### config.mk
export PLATFORM = sky130hd
export DESIGN_NAME = alu_arbiter_flat
export DESIGN_NICKNAME = d
export VERILOG_FILES = /design/src/rtl/alu_pkg.sv /design/src/rtl/alu_arbiter_if.sv /design/src/rtl/alu_arbiter_rr_arbiter2.sv /design/src/rtl/alu_arbiter.sv /design/src/flat_wrapper.sv
export SDC_FILE = /design/constraint.sdc
export NUM_CORES = 1
export LEC_CHECK = 0
export BUFFER_PORTS_ARGS = -buffer_cell sky130_fd_sc_hd__buf_2
export CAP_MARGIN = 20
export CORE_ASPECT_RATIO = 1.75
export CORE_MARGIN = 2
export CORE_UTILIZATION = 50
export DETAILED_ROUTE_END_ITERATION = 6
export PLACE_DENSITY = 0.95
export RECOVER_POWER = 100
export SLEW_MARGIN = 40
export SYNTH_ARGS = -nofsm -noshare
export SYNTH_HDL_FRONTEND = slang
export SYNTH_SLANG_ARGS = --single-unit
### constraint.sdc
create_clock -name clk -period 8.8 [get_ports clk]
set_input_delay 0.44 -clock clk [delete_from_list [all_inputs] [get_ports clk]]
set_output_delay 0.44 -clock clk [all_outputs]
set_load 0.01 [all_outputs]
### src/rtl/alu_pkg.sv
// Shared ALU op-codes, flag bit positions, op legality check and arbiter FSM states.
// Pure definitions: no latency, no flow control.
package alu_pkg;

  localparam logic [3:0] OP_ADD  = 4'b0000;
  localparam logic [3:0] OP_SLL  = 4'b0001;
  localparam logic [3:0] OP_SLT  = 4'b0010;
  localparam logic [3:0] OP_SLTU = 4'b0011;
  localparam logic [3:0] OP_XOR  = 4'b0100;
  localparam logic [3:0] OP_OR   = 4'b0110;
  localparam logic [3:0] OP_AND  = 4'b0111;
  localparam logic [3:0] OP_SUB  = 4'b1000;
  localparam logic [3:0] OP_SRA  = 4'b1001;
  localparam logic [3:0] OP_ADDU = 4'b1010;
  localparam logic [3:0] OP_SUBU = 4'b1011;

  localparam int FLAG_ZF = 3;
  localparam int FLAG_SF = 2;
  localparam int FLAG_CF = 1;
  localparam int FLAG_OF = 0;

  typedef enum logic [1:0] {
    IDLE = 2'd0,
    EXEC = 2'd1,
    DONE = 2'd2
  } state_t;

  function automatic logic op_legal(input logic [3:0] op);
    logic ok;
    case (op)
      OP_ADD, OP_SLL, OP_SLT, OP_SLTU, OP_XOR, OP_OR,
      OP_AND, OP_SUB, OP_SRA, OP_ADDU, OP_SUBU: ok = 1'b1;
      default:                                  ok = 1'b0;
    endcase
    return ok;
  endfunction

endpackage

### src/rtl/alu_arbiter_if.sv
// Bundle between two requesters, the arbiter, the response sink and the shared ALU.
// slave = arbiter side; master = requesters, response consumer and ALU.
interface alu_arbiter_if;
  logic        req0_valid;
  logic        req0_ready;
  logic [3:0]  req0_op;
  logic [31:0] req0_lhs;
  logic [31:0] req0_rhs;
  logic        req1_valid;
  logic        req1_ready;
  logic [3:0]  req1_op;
  logic [31:0] req1_lhs;
  logic [31:0] req1_rhs;
  logic        rsp_valid;
  logic        rsp_ready;
  logic        rsp_id;
  logic [31:0] rsp_res;
  logic [3:0]  rsp_flags;
  logic        rsp_err;
  logic [3:0]  alu_op;
  logic [31:0] alu_lhs;
  logic [31:0] alu_rhs;
  logic [31:0] alu_res;
  logic [3:0]  alu_flags;

  modport slave (
    input  req0_valid, req0_op, req0_lhs, req0_rhs,
    input  req1_valid, req1_op, req1_lhs, req1_rhs,
    input  rsp_ready, alu_res, alu_flags,
    output req0_ready, req1_ready,
    output rsp_valid, rsp_id, rsp_res, rsp_flags, rsp_err,
    output alu_op, alu_lhs, alu_rhs
  );

  modport master (
    output req0_valid, req0_op, req0_lhs, req0_rhs,
    output req1_valid, req1_op, req1_lhs, req1_rhs,
    output rsp_ready, alu_res, alu_flags,
    input  req0_ready, req1_ready,
    input  rsp_valid, rsp_id, rsp_res, rsp_flags, rsp_err,
    input  alu_op, alu_lhs, alu_rhs
  );
endinterface

### src/rtl/alu_arbiter_rr_arbiter2.sv
// Two-requester round-robin: combinational grant, last-grant register updated on accept.
// Ties go to the requester not granted last; last grant resets to 1 so requester 0 wins the first tie.
module rr_arbiter2 (
  input  logic clk,
  input  logic rst,
  input  logic i_valid0,
  input  logic i_valid1,
  input  logic i_accept,
  output logic o_grant_vld,
  output logic o_grant
);
  logic r_last_grant;
  logic w_grant;

  always_comb begin
    w_grant = 1'b0;
    if (i_valid0 && i_valid1)
      w_grant = ~r_last_grant;
    else if (i_valid1)
      w_grant = 1'b1;
  end

  always_ff @(posedge clk or posedge rst) begin
    if (rst)
      r_last_grant <= 1'b1;
    else if (i_accept)
      r_last_grant <= w_grant;
  end

  assign o_grant     = w_grant;
  assign o_grant_vld = i_valid0 | i_valid1;
endmodule

### src/rtl/alu_arbiter.sv
// Shares one external ALU between two requesters; response valid EXEC_CYCLES+1 cycles after accept.
// One operation in flight: requests wait (ready low) until the held response is taken by rsp_ready.
module alu_arbiter #(
  parameter int EXEC_CYCLES = 1
) (
  input  logic          clk,
  input  logic          rst,
  alu_arbiter_if.slave  bus
);
  import alu_pkg::*;

  state_t      r_state;
  state_t      w_state_nxt;
  logic [3:0]  r_cnt;
  logic [3:0]  r_op;
  logic [31:0] r_lhs;
  logic [31:0] r_rhs;
  logic        r_id;
  logic [31:0] r_res;
  logic [3:0]  r_flags;
  logic        r_err;

  logic w_grant_vld;
  logic w_grant;
  logic w_idle;
  logic w_acc0;
  logic w_acc1;
  logic w_acc;
  logic w_legal;
  logic w_cnt_zero;
  logic w_drive;

  rr_arbiter2 u_rr (
    .clk         (clk),
    .rst         (rst),
    .i_valid0    (bus.req0_valid),
    .i_valid1    (bus.req1_valid),
    .i_accept    (w_acc),
    .o_grant_vld (w_grant_vld),
    .o_grant     (w_grant)
  );

  // Readies are forced low while reset is held, not just after it releases.
  assign w_idle         = (r_state == IDLE) && !rst;
  assign bus.req0_ready = w_idle && w_grant_vld && !w_grant;
  assign bus.req1_ready = w_idle && w_grant_vld && w_grant;
  assign w_acc0         = bus.req0_valid && bus.req0_ready;
  assign w_acc1         = bus.req1_valid && bus.req1_ready;
  assign w_acc          = w_acc0 || w_acc1;
  assign w_legal        = op_legal(r_op);
  assign w_cnt_zero     = (r_cnt == 4'd0);

  always_ff @(posedge clk or posedge rst) begin
    if (rst)
      r_state <= IDLE;
    else
      r_state <= w_state_nxt;
  end

  always_comb begin
    w_state_nxt = r_state;
    case (r_state)
      IDLE:    if (w_acc)         w_state_nxt = EXEC;
      EXEC:    if (w_cnt_zero)    w_state_nxt = DONE;
      DONE:    if (bus.rsp_ready) w_state_nxt = IDLE;
      default:                    w_state_nxt = IDLE;
    endcase
  end

  always_ff @(posedge clk or posedge rst) begin
    if (rst) begin
      r_cnt   <= '0;
      r_op    <= '0;
      r_lhs   <= '0;
      r_rhs   <= '0;
      r_id    <= 1'b0;
      r_res   <= '0;
      r_flags <= '0;
      r_err   <= 1'b0;
    end else if (w_acc) begin
      r_op  <= w_acc1 ? bus.req1_op  : bus.req0_op;
      r_lhs <= w_acc1 ? bus.req1_lhs : bus.req0_lhs;
      r_rhs <= w_acc1 ? bus.req1_rhs : bus.req0_rhs;
      r_id  <= w_acc1;
      r_cnt <= 4'(EXEC_CYCLES - 1);
    end else if (r_state == EXEC) begin
      if (w_cnt_zero) begin
        // Illegal ops still spend the full window but never expose ALU output.
        r_res   <= w_legal ? bus.alu_res   : '0;
        r_flags <= w_legal ? bus.alu_flags : '0;
        r_err   <= !w_legal;
      end else begin
        r_cnt <= r_cnt - 4'd1;
      end
    end
  end

  assign w_drive       = (r_state != IDLE) && w_legal;
  assign bus.alu_op    = w_drive ? r_op  : 4'd0;
  assign bus.alu_lhs   = w_drive ? r_lhs : 32'd0;
  assign bus.alu_rhs   = w_drive ? r_rhs : 32'd0;
  assign bus.rsp_valid = (r_state == DONE);
  assign bus.rsp_id    = r_id;
  assign bus.rsp_res   = r_res;
  assign bus.rsp_flags = r_flags;
  assign bus.rsp_err   = r_err;
endmodule

### src/flat_wrapper.sv
// flat-port wrapper written by rule: the top's interface ports become plain ports
module alu_arbiter_flat import alu_pkg::*;
#(
  parameter int EXEC_CYCLES = 1
)
  (clk, rst, bus_req0_valid, bus_req0_op, bus_req0_lhs, bus_req0_rhs, bus_req1_valid, bus_req1_op, bus_req1_lhs, bus_req1_rhs, bus_rsp_ready, bus_alu_res, bus_alu_flags, bus_req0_ready, bus_req1_ready, bus_rsp_valid, bus_rsp_id, bus_rsp_res, bus_rsp_flags, bus_rsp_err, bus_alu_op, bus_alu_lhs, bus_alu_rhs);
  alu_arbiter_if bus_i ();
  input  logic clk;
  input  logic rst;
  input wire logic [$bits(bus_i.req0_valid)-1:0] bus_req0_valid;
  input wire logic [$bits(bus_i.req0_op)-1:0] bus_req0_op;
  input wire logic [$bits(bus_i.req0_lhs)-1:0] bus_req0_lhs;
  input wire logic [$bits(bus_i.req0_rhs)-1:0] bus_req0_rhs;
  input wire logic [$bits(bus_i.req1_valid)-1:0] bus_req1_valid;
  input wire logic [$bits(bus_i.req1_op)-1:0] bus_req1_op;
  input wire logic [$bits(bus_i.req1_lhs)-1:0] bus_req1_lhs;
  input wire logic [$bits(bus_i.req1_rhs)-1:0] bus_req1_rhs;
  input wire logic [$bits(bus_i.rsp_ready)-1:0] bus_rsp_ready;
  input wire logic [$bits(bus_i.alu_res)-1:0] bus_alu_res;
  input wire logic [$bits(bus_i.alu_flags)-1:0] bus_alu_flags;
  output wire logic [$bits(bus_i.req0_ready)-1:0] bus_req0_ready;
  output wire logic [$bits(bus_i.req1_ready)-1:0] bus_req1_ready;
  output wire logic [$bits(bus_i.rsp_valid)-1:0] bus_rsp_valid;
  output wire logic [$bits(bus_i.rsp_id)-1:0] bus_rsp_id;
  output wire logic [$bits(bus_i.rsp_res)-1:0] bus_rsp_res;
  output wire logic [$bits(bus_i.rsp_flags)-1:0] bus_rsp_flags;
  output wire logic [$bits(bus_i.rsp_err)-1:0] bus_rsp_err;
  output wire logic [$bits(bus_i.alu_op)-1:0] bus_alu_op;
  output wire logic [$bits(bus_i.alu_lhs)-1:0] bus_alu_lhs;
  output wire logic [$bits(bus_i.alu_rhs)-1:0] bus_alu_rhs;
  assign bus_i.req0_valid = bus_req0_valid;
  assign bus_i.req0_op = bus_req0_op;
  assign bus_i.req0_lhs = bus_req0_lhs;
  assign bus_i.req0_rhs = bus_req0_rhs;
  assign bus_i.req1_valid = bus_req1_valid;
  assign bus_i.req1_op = bus_req1_op;
  assign bus_i.req1_lhs = bus_req1_lhs;
  assign bus_i.req1_rhs = bus_req1_rhs;
  assign bus_i.rsp_ready = bus_rsp_ready;
  assign bus_i.alu_res = bus_alu_res;
  assign bus_i.alu_flags = bus_alu_flags;
  assign bus_req0_ready = bus_i.req0_ready;
  assign bus_req1_ready = bus_i.req1_ready;
  assign bus_rsp_valid = bus_i.rsp_valid;
  assign bus_rsp_id = bus_i.rsp_id;
  assign bus_rsp_res = bus_i.rsp_res;
  assign bus_rsp_flags = bus_i.rsp_flags;
  assign bus_rsp_err = bus_i.rsp_err;
  assign bus_alu_op = bus_i.alu_op;
  assign bus_alu_lhs = bus_i.alu_lhs;
  assign bus_alu_rhs = bus_i.alu_rhs;
  alu_arbiter #(.EXEC_CYCLES(EXEC_CYCLES)) u_core (.clk(clk), .rst(rst), .bus(bus_i));
endmodule
---- Yosys cells after proc, flatten, opt, wreduce, memory -nomap -nowiden ----
Memory sizes are Yosys's and may differ from the RTL's.
Index checks and enable logic that the tools add are counted.
storage, ports and cells
  register bits ........................... 113
  ROM bits ................................ 16
  input port bits ......................... 177
  output and inout bits ................... 109
  word-level logic and storage cells ...... 57
  memories ................................ 1
operators by class
  add/subtract/negate cells ............... 1
  equality and inequality tests ........... 6
  multiplexer cells ....................... 17
  bitwise operators ....................... 3
  reductions and logical operators ........ 19
memory list
  name              depth  width  read ports  clocked after memory_dff  wr ports  RTL line       text
  (name not given)  16     1      1           0                         0         alu_pkg.sv:30  case (op)
operators with widths
  kind                 count
  $mux 32              5
  $mux 4               6
  $logic_and 1x1->1    8
  $mux 2               3
  $ne 2x2->1 const B   3
  $pmux 2 s3           1
  $reduce_and 3->1     2
  $logic_not 4->1      1
  $reduce_bool 2->1    2
  $sub 4x1->4 const B  1
  $logic_not 1->1      3
  $eq 2x1->1 const B   1
  $eq 2x2->1 const B   1
  $logic_not 2->1      1
  $mux 1               2
  $ne 2x1->1 const B   1
  $not 1->1            2
  $reduce_and 2->1     1
  $logic_or 1x1->1     1
  $or 1x1->1           1

---- Depth between registers and ports, before layout ----
  word-level depth ........................ 8
  gate-level depth with buffers ........... 7
  depth with buffers taken out ............ 5

---- Modules after synthesis ----
From an unflattened synthesis, not the netlist that was laid out.
unflattened totals
  cell total of the unflattened synthesis .. 688
  area total of the unflattened synthesis .. 6088.3 µm²
by module, submodules not included
  module       instances  cells an instance  area each (µm²)
  alu_arbiter  1          683                6025.8
  rr_arbiter2  1          5                  62.6

---- Worst setup path after synthesis ----
No wires, ideal clock.
  path type ............................... flip-flop to output port
  start ................................... register u_core.r_state[0]
  end ..................................... output port bus_req0_ready
  arrival ................................. 1396 ps
  data required time ...................... 8360 ps
  setup slack ............................. 6964 ps
  stages on the path, launching flop included .. 5
  path buffers ............................ 2
  path through ............................ dfrtp_1 or3_1 buf_4 buf_6 nor3b_1
on the way
  word-level cells in the longest chain between the ends .. 4
RTL lines
  item                            RTL line            text
  from (decl)                     alu_arbiter.sv:12   state_t r_state;
  from (signal assigned)          alu_arbiter.sv:57   r_state <= w_state_nxt;
  $logic_not 2->1                 alu_arbiter.sv:44   assign w_idle = (r_state == IDLE) && !rst;
  $logic_and 1x1->1               alu_arbiter.sv:44
  $logic_and 1x1->1 (2 in a row)  alu_arbiter.sv:45   assign bus.req0_ready = w_idle && w_grant_vld && !w_grant;
  to (decl)                       flat_wrapper.sv:21  output wire logic [$bits(bus_i.req0_ready)-1:0] bus_req0_ready;
Every way passes these cells.

---- Worst setup path in the final report ----
  start ................................... register u_core.r_state[0]
  end ..................................... output port bus_alu_rhs[13]
on the way
  word-level cells in the longest chain between the ends .. 3
RTL lines
  item               RTL line            text
  $reduce_bool 2->1  alu_arbiter.sv:98   assign w_drive = (r_state != IDLE) && w_legal;
  $logic_and 1x1->1  alu_arbiter.sv:98
  $mux 32            alu_arbiter.sv:101  assign bus.alu_rhs = w_drive ? r_rhs : 32'd0;
  to (decl)          flat_wrapper.sv:30  output wire logic [$bits(bus_i.alu_rhs)-1:0] bus_alu_rhs;
Every way passes these cells.

==> metrics.md <==
| Metric | Value |
|---|---|
| Worst min path class | in2reg |
| Ports | 286 |
| Fin. max-slew vios | 370 |
| Synth Warn # | 0 |
| Critical Path Fanout Max | 38 |
| Syn Nets | 748 |
| Total power | 2.725 mW |
| Tot GR Track Use | 27.73% |
| Dpl hpwl | 12390 um |
| Max Clock Freq | 0.2198 GHz |
| Die Y | 146.5 um |
| Clock sinks | 113 |
| Global-route wire length before repair | 27440 um |
| Port buffer count | 285 |
| Synth cell types | 30 |
| Placement row count | 52 |
| Reg clk slew, reported paths | 50 ps |
| GP Congestion | 0.8464 |
| Die Width | 85.43 um |
| Worst path required time | 8360 ps |
| Combinational Power Share | 41.5% |
| DIE AREA | 12520 um2 |
| Final core occ | 66.39% |
| Most common flop cell mapped by yosys | dfrtp_1 |
| Total gr overflow | 0 |
| Violated checks | capacitance limit, slew limit |
| Pleak | 3.302 nW |
| Seq cells post-synth | 113 |
| Final ANT Viol Nets | 0 |
| Sequential power share | 33.5% |
| Minimum clock period | 4549 ps |
| Top cells by area, synth | dfrtp_1 48%, a221o_1 12%, nor3b_1 9.2% |
| Ratio of cells with drive above 1 in the final layout | 28.86% |
| Syn avg cell area | 10.20 um2 |
| Synth Instances | 569 |
| Starting density of the core | 50.67% |
| Routed vias | 5691 |
| # DRC | 0 |
| Root Buffer | clkbuf_16 |
| Multi-input logic area | 2635 um2 |
| Switching Fraction | 39.69% |
| Cell Count, Final, Fillers Out | 964 |
| Final Hold Vio Count | 0 |
| Clock network power share | 25.0% |
| Layout Nets | 994 |
| Vias per cell | 5.904 |
| Startpoint types | flip-flop |
| Iter 0 DRT Violations | 292 |
| Initial antenna violation count | 2 |
| Asr flop ratio synth | 100.0% |
| WS Path Type | reg2out |
| Largest net degree at the start of global routing | 76 |
| Cts repair resizes | 0 |
| WL final | 17740 um |
| Sequential area share after synthesis | 48.76% |
| CTS Buffer Depth | 2 |
| Routed length per instance | 18.40 um |
| Area leader, netlist | dfrtp_1 |
| # fillers | 1007 |
| Final Skew | 10.52 ps |
| Crit path arrival time | 4110 ps |
| RSZ-0062 raised after global routing | false |
| Worst-Margin Slew | 3244 ps |
| Num CTS Buffers | 17 |
| Clock Latency Late Sink | 410 ps |
| Final setup viols | 0 |
| H-tree depth | 4 |
| Internal power | 1.644 mW |
| Core ar. | 11450 um2 |
| Inst Count DP | 931 |
| Slew HR | -117.5% |
| Vias in the first global route | 5572 |
| CTS tree | built |
| Area occupied by registers | 2829 um2 |
| Hold slack | 241.4 ps |
| Fin crit share | 51.69% |
| Synthesized cell area | 5802 um2 |
| CTS hold repair buffers | 0 |
| Number of setup buffers added after CTS | 0 |
| First drt pass iteration count | 5 |
| P_sw | 1.082 mW |
| Crit. End Element | output pin |
| Area grow syn2layout | 31.03% |
| Pwr dens | 358.5 nW/um2 |
| Status | finished, violations left |
| Share of the synthesized area in the top cell type | 48.31% |
| Max cap viols | 8 |
| TNS Setup | 0 ps |
| Peak supply drop | 250.7 uV |
| Post-synth EDFFs | 0 |
## synthesized netlist by cell type (2+ instances only)
| cell type | n |
|---|---|
| a21o_1 | 2 |
| nand3_1 | 36 |
| or3_1 | 3 |
| dfrtp_1 | 112 |
| nor2_1 | 4 |
| nor2b_1 | 3 |
| o2bb2ai_1 | 36 |
| inv_1 | 5 |
| clkbuf_1 | 32 |
| buf_4 | 3 |
| a221o_1 | 68 |
| buf_2 | 13 |
| buf_6 | 7 |
| nand2b_1 | 2 |
| o21ai_0 | 5 |
| nand2_1 | 70 |
| a21oi_1 | 4 |
| ha_1 | 2 |
| nor3_2 | 18 |
| buf_1 | 14 |
| nor3b_1 | 71 |
| nor3_1 | 51 |
## layout by cell type, fill, tap and decap left out, drive strengths merged, types with 5 or more instances in the layout
| master | netlist | final |
|---|---|---|
| nand2 | 70 | 70 |
| a221o | 68 | 68 |
| dfrtp | 112 | 112 |
| buf | 37 | 182 |
| inv | 5 | 7 |
| nand3 | 36 | 36 |
| clkinv | 0 | 5 |
| o21ai | 6 | 6 |
| o2bb2ai | 36 | 36 |
| clkinvlp | 0 | 5 |
| clkbuf | 32 | 132 |
| nor3b | 72 | 72 |
| nor3 | 69 | 69 |
## routing by layer
| layer | share of wire (%) | wire, um | GRT usage (%) |
|---|---|---|---|
| met1 | 38 | 6677 | 32.96 |
| met2 | 51 | 9077 | 46.80 |
| met3 | 7.8 | 1378 | 6.840 |
| met4 | 3.3 | 589 | 12.46 |
| met5 | 0.073 | 13 | 0 |
## final cells by class
| cell class | instances | share of cell area, % |
|---|---|---|
| Sequential cell | 113 | 37.21 |
| Timing Repair Buffer | 296 | 17.77 |
| Antenna cell | 1 | 0.03292 |
| Tap cell | 135 | 2.222 |
| Clock buffer | 18 | 5.777 |
| Clock inverter | 14 | 2.057 |
| Inverter | 5 | 0.2633 |
| Multi-Input combinational cell | 382 | 34.66 |
## worst paths after layout
kind / slack (ps) / depth (start not counted) / to / from
min: 240 / 2 / u_core.r_state[1] / bus_rsp_ready
max in group asynchronous: 4830 / 3 / u_core.r_lhs[22] / rst
max reg2reg: 4910 / 4 / u_core.r_rhs[27] / u_core.r_state[1]
max: 4250 / 4 / bus_alu_rhs[13] / u_core.r_state[0]
min reg2reg: 470 / 1 / u_core.bus.rsp_id / u_core.bus.rsp_id
min in group asynchronous: 1040 / 2 / u_core.bus.rsp_id / rst
## power by group through the flow
| stage | Combinational [mW] | Sequential (mW) | Clock, mW |
|---|---|---|---|
| 4_1_cts | 1.19 | 0.909 | 0.695 |
| 6_report | 1.13 | 0.913 | 0.682 |
| 3_3_place_gp | 1.16 | 0.906 | 0 |
| 5_1_grt | 1.23 | 0.936 | 0.715 |
| 2_1_floorplan | 0.798 | 0.895 | 0 |
| 3_5_place_dp | 1.19 | 0.907 | 0 |
## metrics by stage
step           setup WS, ps  area, um2
3_3_place_gp           6197       7188
3_5_place_dp           6199       7191
6_report               4251       7602
4_1_cts                5834       7786
5_1_grt                3927       7602
2_1_floorplan          5374       5802
## registers in the layout, summed over array words and instances, names as in the netlist, 2 cells and up
register,count
u_core.r_state,2
u_core.r_lhs,32
u_core.bus.rsp_res,32
u_core.r_op,4
u_core.r_cnt,4
u_core.bus.rsp_flags,4
u_core.r_rhs,32
## critical path, stage by stage, from the launching register on
cell and delay [ps]:
dfrtp_1 420, nor2_1 1620, clkbuf_1 1330, nor3b_1 120, clkbuf_1 200
## cells by family after synthesis
group                    after synthesis  synth area share, %
AND/OR/NAND/NOR                      261                25.90
AO/OA/AOI/OAI                        118                18.55
flip-flops                           113                48.76
buffers and inverters                 74                6.168
adder cells (fa/ha/maj)                2               0.4312
multiplexers                           1               0.1941
(Power assumes the default switching activity.)
